### src/rtl/program_feeder_pkg.sv
// Shared constants for the program feeder: FSM encoding, default depth
// and the bit positions of the fields inside one 6-bit program entry.
package program_feeder_pkg;

    localparam int DEPTH_DEFAULT = 16;

    // Entry layout: [3:0] nibble for the stack CPU, [5:4] hold count h.
    localparam int ENTRY_W  = 6;
    localparam int NIB_LSB  = 0;
    localparam int NIB_W    = 4;
    localparam int HOLD_LSB = 4;
    localparam int HOLD_W   = 2;

    typedef enum logic [1:0] {
        ST_IDLE    = 2'd0,
        ST_RST_CPU = 2'd1,
        ST_PLAY    = 2'd2,
        ST_DONE    = 2'd3
    } state_t;

    function automatic logic [NIB_W-1:0] entry_nibble(input logic [ENTRY_W-1:0] e);
        return e[NIB_LSB +: NIB_W];
    endfunction

    function automatic logic [HOLD_W-1:0] entry_hold(input logic [ENTRY_W-1:0] e);
        return e[HOLD_LSB +: HOLD_W];
    endfunction

endpackage

### src/rtl/program_feeder_if.sv
// Bus between a controller and the program feeder.
// Handshake: load_en, clear and start are single-cycle strobes sampled on
// the rising clock edge; there is no ready/backpressure, a strobe that the
// feeder cannot act on (busy, or full for load_en) is simply dropped.
interface program_feeder_if #(
    parameter int DEPTH = 16
);
    import program_feeder_pkg::*;

    localparam int AW = (DEPTH > 1) ? $clog2(DEPTH) : 1;

    logic               load_en;
    logic [ENTRY_W-1:0] load_data;
    logic               clear;
    logic               start;

    logic               cpu_rst;
    logic [NIB_W-1:0]   cpu_inbits;
    logic [AW-1:0]      pc;
    logic               busy;
    logic               done;
    logic               overflow;
    state_t             state;      // debug view of the feeder FSM

    modport master (
        output load_en, load_data, clear, start,
        input  cpu_rst, cpu_inbits, pc, busy, done, overflow, state
    );

    modport slave (
        input  load_en, load_data, clear, start,
        output cpu_rst, cpu_inbits, pc, busy, done, overflow, state
    );

endinterface

### src/rtl/program_feeder_mem.sv
// Program storage: one synchronous write port, one asynchronous read port.
// Contents are deliberately not reset; the feeder's length register
// decides which entries are reachable.
module feeder_mem #(
    parameter int DEPTH = 16,
    parameter int W     = 6,
    localparam int AW   = (DEPTH > 1) ? $clog2(DEPTH) : 1
) (
    input  logic          clk,
    input  logic          we_i,
    input  logic [AW-1:0] waddr_i,
    input  logic [W-1:0]  wdata_i,
    input  logic [AW-1:0] raddr_i,
    output logic [W-1:0]  rdata_o
);

    logic [W-1:0] mem_q [DEPTH];

    // Write the addressed entry when enabled.
    always_ff @(posedge clk) begin
        if (we_i) mem_q[waddr_i] <= wdata_i;
    end

    assign rdata_o = mem_q[raddr_i];

endmodule

### src/rtl/program_feeder.sv
// Program feeder: stores a short program of nibbles and replays it into a
// stack CPU, first holding the CPU in reset, then driving each nibble for
// h+1 cycles. All outputs come straight from registers.
module program_feeder
    import program_feeder_pkg::*;
#(
    parameter int DEPTH          = DEPTH_DEFAULT,
    parameter int CPU_RST_CYCLES = 2
) (
    input  logic             clk,
    input  logic             rst,
    program_feeder_if.slave  bus
);

    localparam int AW  = (DEPTH > 1) ? $clog2(DEPTH) : 1;
    localparam int LW  = AW + 1;
    localparam int RCW = (CPU_RST_CYCLES > 1) ? $clog2(CPU_RST_CYCLES) : 1;

    state_t             state_q;
    logic [LW-1:0]      len_q;
    logic [AW-1:0]      pc_q;
    logic [HOLD_W-1:0]  hold_cnt_q;
    logic [HOLD_W-1:0]  hold_lim_q;   // h of the entry currently driven
    logic [RCW-1:0]     rcnt_q;
    logic               overflow_q;
    logic               cpu_rst_q;
    logic [NIB_W-1:0]   inbits_q;
    logic               busy_q;
    logic               done_q;

    logic               accepting_d;
    logic               full_d;
    logic               wr_en_d;
    logic               last_entry_d;
    logic [AW-1:0]      rd_addr_d;
    logic [ENTRY_W-1:0] rd_data_d;

    assign accepting_d  = (state_q == ST_IDLE) || (state_q == ST_DONE);
    assign full_d       = (len_q == LW'(DEPTH));
    assign wr_en_d      = accepting_d && bus.load_en && !full_d;
    assign last_entry_d = ({1'b0, pc_q} == (len_q - LW'(1)));
    // The read port always looks at the entry that will be driven next:
    // entry 0 while the CPU is in reset, entry pc+1 during playback.
    assign rd_addr_d    = (state_q == ST_PLAY) ? (pc_q + AW'(1)) : '0;

    feeder_mem #(
        .DEPTH (DEPTH),
        .W     (ENTRY_W)
    ) u_mem (
        .clk     (clk),
        .we_i    (wr_en_d),
        .waddr_i (len_q[AW-1:0]),
        .wdata_i (bus.load_data),
        .raddr_i (rd_addr_d),
        .rdata_o (rd_data_d)
    );

    // Playback FSM with all outputs registered.
    always_ff @(posedge clk or posedge rst) begin
        if (rst) begin
            state_q    <= ST_IDLE;
            len_q      <= '0;
            pc_q       <= '0;
            hold_cnt_q <= '0;
            hold_lim_q <= '0;
            rcnt_q     <= '0;
            overflow_q <= 1'b0;
            cpu_rst_q  <= 1'b1;
            inbits_q   <= '0;
            busy_q     <= 1'b0;
            done_q     <= 1'b0;
        end else begin
            case (state_q)
                ST_IDLE, ST_DONE: begin
                    cpu_rst_q <= 1'b0;
                    inbits_q  <= '0;
                    if (bus.load_en) begin
                        if (full_d) overflow_q <= 1'b1;
                        else        len_q      <= len_q + LW'(1);
                    end else if (bus.clear) begin
                        len_q      <= '0;
                        overflow_q <= 1'b0;
                        done_q     <= 1'b0;
                        state_q    <= ST_IDLE;
                    end else if (bus.start && (len_q != '0)) begin
                        state_q   <= ST_RST_CPU;
                        pc_q      <= '0;
                        rcnt_q    <= '0;
                        cpu_rst_q <= 1'b1;
                        busy_q    <= 1'b1;
                        done_q    <= 1'b0;
                    end
                end
                ST_RST_CPU: begin
                    if (rcnt_q == RCW'(CPU_RST_CYCLES - 1)) begin
                        state_q    <= ST_PLAY;
                        cpu_rst_q  <= 1'b0;
                        inbits_q   <= entry_nibble(rd_data_d);
                        hold_lim_q <= entry_hold(rd_data_d);
                        hold_cnt_q <= '0;
                    end else begin
                        rcnt_q <= rcnt_q + RCW'(1);
                    end
                end
                ST_PLAY: begin
                    if (hold_cnt_q == hold_lim_q) begin
                        if (last_entry_d) begin
                            state_q  <= ST_DONE;
                            inbits_q <= '0;
                            busy_q   <= 1'b0;
                            done_q   <= 1'b1;
                        end else begin
                            pc_q       <= pc_q + AW'(1);
                            inbits_q   <= entry_nibble(rd_data_d);
                            hold_lim_q <= entry_hold(rd_data_d);
                            hold_cnt_q <= '0;
                        end
                    end else begin
                        hold_cnt_q <= hold_cnt_q + HOLD_W'(1);
                    end
                end
                default: state_q <= ST_IDLE;
            endcase
        end
    end

    assign bus.cpu_rst    = cpu_rst_q;
    assign bus.cpu_inbits = inbits_q;
    assign bus.pc         = pc_q;
    assign bus.busy       = busy_q;
    assign bus.done       = done_q;
    assign bus.overflow   = overflow_q;
    assign bus.state      = state_q;

endmodule

### src/flat_wrapper.sv
// flat-port wrapper written by rule: the top's interface ports become plain ports
module program_feeder_flat import program_feeder_pkg::*;
#(
    parameter int DEPTH          = DEPTH_DEFAULT,
    parameter int CPU_RST_CYCLES = 2
)
  (clk, rst, bus_load_en, bus_load_data, bus_clear, bus_start, bus_cpu_rst, bus_cpu_inbits, bus_pc, bus_busy, bus_done, bus_overflow, bus_state);
  program_feeder_if #(.DEPTH(DEPTH)) bus_i ();
  input  logic clk;
  input  logic rst;
  input wire logic [$bits(bus_i.load_en)-1:0] bus_load_en;
  input wire logic [$bits(bus_i.load_data)-1:0] bus_load_data;
  input wire logic [$bits(bus_i.clear)-1:0] bus_clear;
  input wire logic [$bits(bus_i.start)-1:0] bus_start;
  output wire logic [$bits(bus_i.cpu_rst)-1:0] bus_cpu_rst;
  output wire logic [$bits(bus_i.cpu_inbits)-1:0] bus_cpu_inbits;
  output wire logic [$bits(bus_i.pc)-1:0] bus_pc;
  output wire logic [$bits(bus_i.busy)-1:0] bus_busy;
  output wire logic [$bits(bus_i.done)-1:0] bus_done;
  output wire logic [$bits(bus_i.overflow)-1:0] bus_overflow;
  output wire logic [$bits(bus_i.state)-1:0] bus_state;
  assign bus_i.load_en = bus_load_en;
  assign bus_i.load_data = bus_load_data;
  assign bus_i.clear = bus_clear;
  assign bus_i.start = bus_start;
  assign bus_cpu_rst = bus_i.cpu_rst;
  assign bus_cpu_inbits = bus_i.cpu_inbits;
  assign bus_pc = bus_i.pc;
  assign bus_busy = bus_i.busy;
  assign bus_done = bus_i.done;
  assign bus_overflow = bus_i.overflow;
  assign bus_state = bus_i.state;
  program_feeder #(.DEPTH(DEPTH), .CPU_RST_CYCLES(CPU_RST_CYCLES)) u_core (.clk(clk), .rst(rst), .bus(bus_i));
endmodule
### config.mk
export PLATFORM = sky130hd
export DESIGN_NAME = program_feeder_flat
export DESIGN_NICKNAME = d
export VERILOG_FILES = /design/src/rtl/program_feeder_pkg.sv /design/src/rtl/program_feeder_if.sv /design/src/rtl/program_feeder_mem.sv /design/src/rtl/program_feeder.sv /design/src/flat_wrapper.sv
export SDC_FILE = /design/constraint.sdc
export NUM_CORES = 1
export LEC_CHECK = 0
export ABC_AREA = 1
export ABC_CLOCK_PERIOD_IN_PS = 3100
export CAP_MARGIN = 10
export CORE_UTILIZATION = 35
export CTS_CLUSTER_SIZE = 14
export DETAILED_ROUTE_END_ITERATION = 6
export RECOVER_POWER = 100
export SETUP_SLACK_MARGIN = 0.05
export SYNTH_ARGS = -nofsm -noshare
export SYNTH_HDL_FRONTEND = slang
export SYNTH_SLANG_ARGS = --single-unit
### constraint.sdc
create_clock -name clk -period 3.1 [get_ports clk]
set_clock_uncertainty 0.15 [all_clocks]
set_input_delay 0.465 -clock clk [delete_from_list [all_inputs] [get_ports clk]]
set_output_delay 0.465 -clock clk [all_outputs]
set_load 0.03 [all_outputs]
* Word level (Yosys, flattened, before mapping) *
Memories as Yosys holds them, arrays and structs flattened.
Index checks and enable logic that the tools add are counted.

storage, ports and cells
  bits in writable memories = 96
  register bits = 24
  word-level logic and storage cells = 112
  output and inout port bits = 14
  memories kept = 1

memories
  memory              depth  bits a word  rd ports  clocked after memory_dff  wr ports  line                      RTL
  u_core.u_mem.mem_q  16     6            1         0                         1         program_feeder_mem.sv:17  logic [W-1:0] mem_q [DEPTH];

cells by class
  $add $sub $neg = 5
  reduce and logical (&&, ||, !) cells = 23
  mux-type cells = 55
  eq/ne operators = 17

operators with widths
  cell                   count
  $mux W4                9
  $mux W2                12
  $mux W1                22
  $mux W5                3
  $pmux W4 S3            1
  $reduce_and A6 Y1      2
  $ne A2 B2 Y1 const B   5
  $reduce_and A5 Y1      2
  $reduce_and A3 Y1      3
  $ne A2 B1 Y1 const B   4
  $pmux W1 S2            4
  $pmux W2 S2            2
  $pmux W4 S2            1
  $reduce_and A4 Y1      2
  $reduce_bool A2 Y1     4
  $pmux W2 S3            1
  $add A5 B1 Y5 const B  1
  $eq A4 B5 Y1           1
  $eq A5 B5 Y1 const B   1
  $reduce_bool A5 Y1     1
  $sub A5 B1 Y5 const B  1
  $add A4 B1 Y4 const B  1
  $eq A2 B2 Y1 const B   2
  $reduce_and A2 Y1      2
  other kinds (11)       13

* Logic depth before layout (Yosys ltp) *
Gate-level depths: netlist of run 1.

  depth after elaboration = 6
  gate-level depth with buffers = 13
  mapped depth without buffers = 13

* By module *
A second synthesis of run 1 with hierarchy kept.

second synthesis, totals
  cells, all modules = 620
  area total of the unflattened synthesis = 5701.7 µm²

modules (own cells, without submodules)
  module          instances  seq. area each (µm²)  cells each  area an instance (µm²)
  feeder_mem      1          2882.8                414         4205.3
  program_feeder  1          601.8                 206         1496.4

* Worst setup path before layout of run 1 *
Ideal clock, no wire load.

  kind = register to register
  start point = register u_core.state_q[0], in the netlist u_core.bus.state[0]
  end point = memory u_core.u_mem.mem_q[8][0] (enable)
  arrival = 1.773 ns
  stages on the path, launching flop included = 8
  data required time = 2.573 ns
  setup slack = 0.800 ns
  buffers on the path = 1
  cell sequence = dfrtp_1 > inv_1 > ha_1 > buf_2 > nand2_1 > inv_1 > nand2_2 > nor3_1

on the way
  word-level cells in the longest chain between the ends = 6

ends and longest elaborated chain
  item                                              line                      RTL
  from (decl)                                       program_feeder.sv:19      state_t state_q;
  from (signal assigned)                            program_feeder.sv:61      state_q <= ST_IDLE;
  from (signal assigned)                            program_feeder.sv:84      state_q <= ST_IDLE;
  from (signal assigned)                            program_feeder.sv:86      state_q <= ST_RST_CPU;
  $eq A2 B2 Y1 or $logic_not A2 Y1 (tied branches)  program_feeder.sv:38      assign accepting_d = (state_q == ST_IDLE) || (state_q == ST_DONE);
  $logic_or A1 B1 Y1 *                              program_feeder.sv:38
  $logic_and A1 B1 Y1 * (2 in series)               program_feeder.sv:40      assign wr_en_d = accepting_d && bus.load_en && !full_d;
  $mux W1 *                                         program_feeder_mem.sv:21  if (we_i) mem_q[waddr_i] <= wdata_i;
  $mux W1 (implied by the code) *                   program_feeder_mem.sv:21
  to (decl)                                         program_feeder_mem.sv:17

Every way passes the cells marked *; elsewhere a longest branch is shown, timed or not.

* Final worst setup path of run 1 *
  start point = register u_core.state_q[0], in the netlist u_core.bus.state[0]
  end point = memory u_core.u_mem.mem_q[1][4] (enable)

The elaborated chain is that of the path after synthesis.

==> impl_metrics.toml, run 1 <==
[run_status]
status = "completed"

[power]
comb_power_share_pct = 33.0
vdd_drop_max_mv = 0.479
netSwitchingFraction_pct = 37.9
pwr_density_cell_nw_per_um2 = 948
clkPwrFrac_pct = 32.7
sequentialPowerShare_pct = 34.3
leakage_nw = 2.60
intPower_mw = 3.82
p_sw_mw = 2.33

[setup_path]
timing.rr.end = "u_core.u_mem.mem_q[1][4]"
max_stage_delay_ns = 0.50
r2r_start = "u_core.bus.state[0]"
reg2regPathDepth = 8
cpMaxStageDelayCell = "ha_1"
criticalPathCategory = "flip-flop to flip-flop"
crit_required_ns = 3.01
worstSetupEndpointType = "flip-flop"
start_kind = "flip-flop"
cp.arrival_ns = 2.64
path_max_fanout = 10
r2r_slack_ns = 0.37
path_cells = "inv_1, ha_1, nand2_1, inv_1, nand2_1, inv_1, nand2_1, nor2_1"

[global_route]
grtUsageMet3_pct = 5.03
grt-ovfl-total = 0
grt.met2_usage_pct = 27.9
grt_busiest_layer = "met2"
grtUsageMet1_pct = 23.9
grt_max_degree = 52
grtUsageTotal_pct = 18.1
grt_pass1_vias = 3915
antenna_found_initial = 0
grt_pass1_wl_microns = 21300

[finish]
layout.nets = 581
n_antenna_cell = 0
syn2layout_area_growth_pct = 18.2
drive_gt1_share_pct = 9.55

[clocking]
worstSkewPairLatency_ns = 0.42
numCtsBuffers = 17
cts_setup_buffers = 0
cts_sinks = 120
cts_resized = 0
htreeDepth = 4
cts_hold_buffers = 0
clkTransAtPathRegs_ns = 0.06
clk_path_buf_depth = 2
cts_tree = "built"
cts_root_buf = "clkbuf_16"

[job]
drv_cap = 0

[sta]
setup_slack_ns = 0.367
period_needed_ns = 2.73
max_freq_ghz = 0.366
relSlewSlack_pct = 35.5
tightestPinTransition_ns = 0.967
drv_slew = 0
finalHoldViolCount = 0
grt_setup_unrepaired = "no"
setup_violations = 0
tns_ns = 0
finalCritPeriodShare_pct = 88.1

[route]
ant_nets = 0
firstDrtPassIters = 5
drt_iter0_markers = 376
drc_errors = 0
wl_microns = 13500
drt-wirelength-per-cell_microns = 17.2
via_per_inst = 5.05
vias = 3974

[floorplanning]
die_area_sq_um = 16200
io_pins = 25
row_count = 45
core_area_sq_um = 15300
start_util_pct = 36.0
die_width_microns = 127
die_y_microns = 127

[place]
io_buffers = 24
gp_congestion = 0.880
preCtsSetupSlack_ns = 0.494
hpwl_microns = 9200

[hold_path]
min_to = "u_core.bus.cpu_rst"
whs_path_depth = 2
worstHoldPathType = "flip-flop to flip-flop"
hold_start = "u_core.bus.cpu_rst"

[logic_synthesis]
ys_ff_latch = 120
yosys_warnings = 0
synthesis.nets = 551
yosysSeqAreaShare_pct = 63.5
ys_types = 29
syn_area_per_cell_sq_um = 10.3
syn_inst = 533
syn_area_sq_um = 5490
## worst max path at each step
stage	from	cells after the start	endpoint	slack [ns]
2_1_floorplan	u_core.bus.state[0]	7	u_core.u_mem.mem_q[8][0]	0.80
3_3_place_gp	bus_load_en	7	u_core.u_mem.mem_q[1][1]	0.51
3_5_place_dp	u_core.bus.state[0]	8	u_core.u_mem.mem_q[3][1]	0.49
4_1_cts	u_core.bus.state[0]	8	u_core.u_mem.mem_q[14][3]	0.47
5_1_grt	u_core.bus.state[0]	8	u_core.u_mem.mem_q[14][3]	0.17
6_report	u_core.bus.state[0]	8	u_core.u_mem.mem_q[1][4]	0.37
## per-layer routing
| layer | vias up | part of all wire [%] |
|---|---|---|
| met5 | - | 0 |
| met4 | 0 | 1.7 |
| li1 | 1888 | - |
| met2 | 138 | 46 |
| met3 | 20 | 6.6 |
| met1 | 1928 | 45 |
## power by group through the flow
stage	sequential, mW	clock, mW	combinational [mW]
2_1_floorplan	2.19	0	1.46
3_3_place_gp	2.13	0	2.10
3_5_place_dp	2.14	0	2.10
4_1_cts	2.11	2.03	2.11
5_1_grt	2.13	2.10	2.28
6_report	2.11	2.01	2.03
## kinds of logic after synthesis
family	count (synthesis)	synth area share (%)
AND/OR/NAND/NOR	286	23.9
flip-flops	120	63.5
buffers and inverters	73	5.90
AO/OA/AOI/OAI	44	4.69
adder cells (fa/ha/maj)	7	1.60
XOR/XNOR	3	0.479
## state kept, by name, summed over array words and instances, names as in the netlist
register               count
u_core.u_mem.mem_q        96
u_core.len_q               5
u_core.bus.cpu_rst         1
u_core.bus.done            1
u_core.bus.overflow        1
u_core.hold_lim_q          2
u_core.hold_cnt_q          2
u_core.bus.state           2
u_core.bus.busy            1
u_core.bus.pc              4
u_core.bus.cpu_inbits      4
u_core.rcnt_q              1
## area by class of cell
class	instances	area [sq um]
Clock buffer	18	429
Clock inverter	14	174
Fill cell	1438	8770
Inverter	51	191
Multi-Input combinational cell	340	1650
Sequential cell	120	3480
Tap cell	211	264
Timing Repair Buffer	33	293
## synth_stat cells (all sizes together)
cell type / count / share of area, %
clkbuf: 1 / 0.068
inv: 51 / 3.5
nor3b: 1 / 0.14
nor2: 39 / 3.4
xnor2: 2 / 0.32
nand4: 1 / 0.11
buf: 21 / 2.3
dfrtp: 23 / 10
dfstp: 1 / 0.48
o21ai: 20 / 1.9
nor3: 6 / 0.55
o211ai: 12 / 1.6
a21oi: 11 / 1.0
ha: 7 / 1.6
xor2: 1 / 0.16
edfxtp: 96 / 53
nand3: 108 / 10
a22o: 1 / 0.16
nand2: 131 / 9.6
## stage by stage
stage / hold slack [ns] / std cells / cell area (sq um) / power, mW / utilization (%)
3_3_place_gp: 0.319 / 755 / 5930 / 4.23 / 38.9
2_1_floorplan: 0.319 / 533 / 5490 / 3.65 / -
5_1_grt: 0.365 / 787 / 6490 / 6.51 / 42.5
6_report: 0.333 / 787 / 6490 / 6.15 / 42.5
3_5_place_dp: 0.332 / 755 / 5930 / 4.24 / 38.9
4_1_cts: 0.343 / 787 / 6530 / 6.25 / 42.8
## layout by cell type (no fill, tap or decap), drive strengths merged, types with 5 or more instances in the layout
| cell | netlist | final |
|---|---|---|
| inv | 51 | 54 |
| nand3 | 108 | 108 |
| edfxtp | 96 | 96 |
| a21oi | 11 | 11 |
| o211ai | 12 | 12 |
| nand2 | 131 | 131 |
| clkinv | 0 | 7 |
| nor2 | 39 | 39 |
| nor3 | 6 | 6 |
| ha | 7 | 7 |
| o21ai | 20 | 20 |
| buf | 21 | 5 |
| dfrtp | 23 | 23 |
| clkbuf | 1 | 22 |
| dlygate4sd3 | 0 | 21 |
## critical path, delay by kind of cell (launching register included)
family | cells | cell delay [ns]
buffers and inverters | 3 | 0.32
and+or+nand+nor | 4 | 1.00
DFF | 1 | 0.40
adders and majority gates | 1 | 0.50
No activity file was read; power rests on OpenSTA's default activity.
==> run 2, diff against run 1 <==
--- a/config.mk
+++ b/config.mk
@@ -11,6 +11,7 @@
 export CORE_UTILIZATION = 35
 export CTS_CLUSTER_SIZE = 14
 export DETAILED_ROUTE_END_ITERATION = 6
+export GPL_TIMING_DRIVEN = 1
 export RECOVER_POWER = 100
 export SETUP_SLACK_MARGIN = 0.05
 export SYNTH_ARGS = -nofsm -noshare
==> results of run 2 <==
No change in the layout: final DEF, timing and power equal those of run 1.
==> run 3, diff against run 2 <==
--- a/config.mk
+++ b/config.mk
@@ -8,10 +8,11 @@
 export ABC_AREA = 1
 export ABC_CLOCK_PERIOD_IN_PS = 3100
 export CAP_MARGIN = 10
+export CORE_MARGIN = 1
 export CORE_UTILIZATION = 35
 export CTS_CLUSTER_SIZE = 14
 export DETAILED_ROUTE_END_ITERATION = 6
-export GPL_TIMING_DRIVEN = 1
+export PLACE_DENSITY = 0.5
 export RECOVER_POWER = 100
 export SETUP_SLACK_MARGIN = 0.05
 export SYNTH_ARGS = -nofsm -noshare
==> run 3 against run 2 <==
Highest routed layer unchanged. Via count fell by 0.86%. Non-clock buffer count rose by 4. Worst setup slack better by 0.070 ns. Global-route usage is 0.92 points higher. Register-to-register slack improved by 0.07 ns. Core utilization grew 0.43 points. Die area unchanged. Clock-buffer cell count is 1 lower. First-iteration DRC count down 24%. Critical endpoint is now u_core.hold_lim_q[1]. Hold slack worse by 0.014 ns.
==> impl_metrics.toml, run 3 (same netlist as run 1, synthesis figures left out) <==
[floorplanning]
die_y_microns = 127
start_util_pct = 36.0
row_count = 45
core_area_sq_um = 15300
die_area_sq_um = 16200
io_pins = 25
die_width_microns = 127

[finish]
layout_commonest_cell = "nand2_1"
drive_gt1_share_pct = 9.67
fin_util_pct = 43.0
top_regs = "u_core.u_mem.mem_q x96, u_core.len_q x5"
largest_register_ffs = 96
n_antenna_cell = 0
layout.nets = 585
most-common-layout-cells = "127 x nand2_1, 107 x nand3_1, 96 x edfxtp_1, 46 x inv_1, 33 x nor2_1"
syn2layout_area_growth_pct = 19.4
fillers = 1438
largest_register = "u_core.u_mem.mem_q"

[job]
drv_cap = 0

[power]
vdd_drop_max_mv = 0.443
netSwitchingFraction_pct = 37.2
intPower_mw = 3.99
clkPwrFrac_pct = 34.1
comb_power_share_pct = 33.0
p_sw_mw = 2.36
pwr_density_cell_nw_per_um2 = 969
leakage_nw = 2.62
sequentialPowerShare_pct = 33.0

[clocking]
clkTransAtPathRegs_ns = 0.05
cts_setup_buffers = 0
cts_tree = "built"
clk_path_buf_depth = 2
worstSkewPairLatency_ns = 0.42
cts_root_buf = "clkbuf_16"
htreeDepth = 4
numCtsBuffers = 17
cts_resized = 0
cts_sinks = 120
cts_hold_buffers = 0

[place]
gp_congestion = 0.952
hpwl_microns = 9740
io_buffers = 24

[setup_path]
path_max_fanout = 19
start_kind = "flip-flop"
reg2regPathDepth = 11
worstSetupEndpointType = "flip-flop"
r2r_slack_ns = 0.44
criticalPathCategory = "flip-flop to flip-flop"
cp.arrival_ns = 2.82
timing.rr.end = "u_core.hold_lim_q[1]"
crit_required_ns = 3.26
r2r_start = "u_core.bus.pc[0]"

[route]
firstDrtPassIters = 5
drt-wirelength-per-cell_microns = 18.0
drt_iter0_markers = 286
vias = 3940
drc_errors = 0
ant_nets = 0
via_per_inst = 4.99
wl_microns = 14200

[global_route]
grt_max_degree = 52
grtUsageMet1_pct = 24.7
grt.met2_usage_pct = 30.7
grt_pass1_wl_microns = 22200
antenna_found_initial = 0
grtUsageMet3_pct = 4.69
grtUsageTotal_pct = 19.0
grt-ovfl-total = 0
grt_busiest_layer = "met2"
grt_pass1_vias = 3900

[sta]
tightestPinTransition_ns = 1.43
relSlewSlack_pct = 4.55
setup_violations = 0
grt_setup_unrepaired = "no"
period_needed_ns = 2.66
drv_slew = 0
tns_ns = 0
finalCritPeriodShare_pct = 85.9
max_freq_ghz = 0.376
finalHoldViolCount = 0

[run_status]
status = "completed"

[hold_path]
worstHoldPathType = "flip-flop to flip-flop"
hold_start = "u_core.bus.busy"
whs_path_depth = 2
min_to = "u_core.bus.busy"
run 3: power groups by stage:
stage	Clock, mW	Combinational, mW	Sequential [mW]
after detailed placement	0	2.17	2.13
final	2.16	2.09	2.09
after floorplan	0	1.46	2.19
after global routing	2.25	2.34	2.12
after global placement	0	2.15	2.12
after CTS	2.19	2.18	2.10
run 3: final cells by class:
type	instances	area, sq um	share of cell area [%]
Clock inverter	14	221	3.38
Inverter	51	191	2.92
Sequential cell	120	3480	53.2
Multi-Input combinational cell	340	1650	25.2
Tap cell	211	264	4.03
Clock buffer	17	425	6.49
Timing Repair Buffer	37	313	4.77
run 3: worst max-delay path by stage:
stage / from / end / slack, ns / cells after the start
floorplan: u_core.bus.state[0] / u_core.u_mem.mem_q[8][0] / 0.80 / 7
global placement: bus_load_en / u_core.u_mem.mem_q[11][1] / 0.54 / 7
detailed placement: bus_load_en / u_core.u_mem.mem_q[3][5] / 0.55 / 7
CTS: u_core.bus.state[0] / u_core.u_mem.mem_q[7][3] / 0.54 / 8
global route: u_core.bus.pc[0] / u_core.hold_lim_q[1] / 0.24 / 11
finish: u_core.bus.pc[0] / u_core.hold_lim_q[1] / 0.44 / 11
run 3: layer usage:
layer  wire length (microns)  part of all wire [%]
met5                       0                     0
met3                     707                   5.0
met2                    6850                    48
met1                    6390                    45
met4                     255                   1.8
run 3: worst max-delay path, cell delays in order (launching register included):
cell and delay [ns]:
dfrtp_1 0.47, inv_1 0.45, clkbuf_2 0.49, nand2_1 0.11, nand2_1 0.08, nand3_1 0.08
nor2_1 0.18, nand3_1 0.19, nand2_1 0.16, inv_1 0.06, nand2_1 0.07, nand2_1 0.05
run 3: stage by stage:
stage | cells | instance area, sq um | total power, mW | hold slack [ns] | worst slack [ns]
global route | 790 | 6550 | 6.71 | 0.331 | 0.235
detailed placement | 759 | 5960 | 4.30 | 0.318 | 0.551
finish | 790 | 6550 | 6.35 | 0.319 | 0.437
floorplan | 533 | 5490 | 3.65 | 0.319 | 0.800
CTS | 790 | 6610 | 6.47 | 0.263 | 0.542
global placement | 759 | 5960 | 4.28 | 0.310 | 0.542
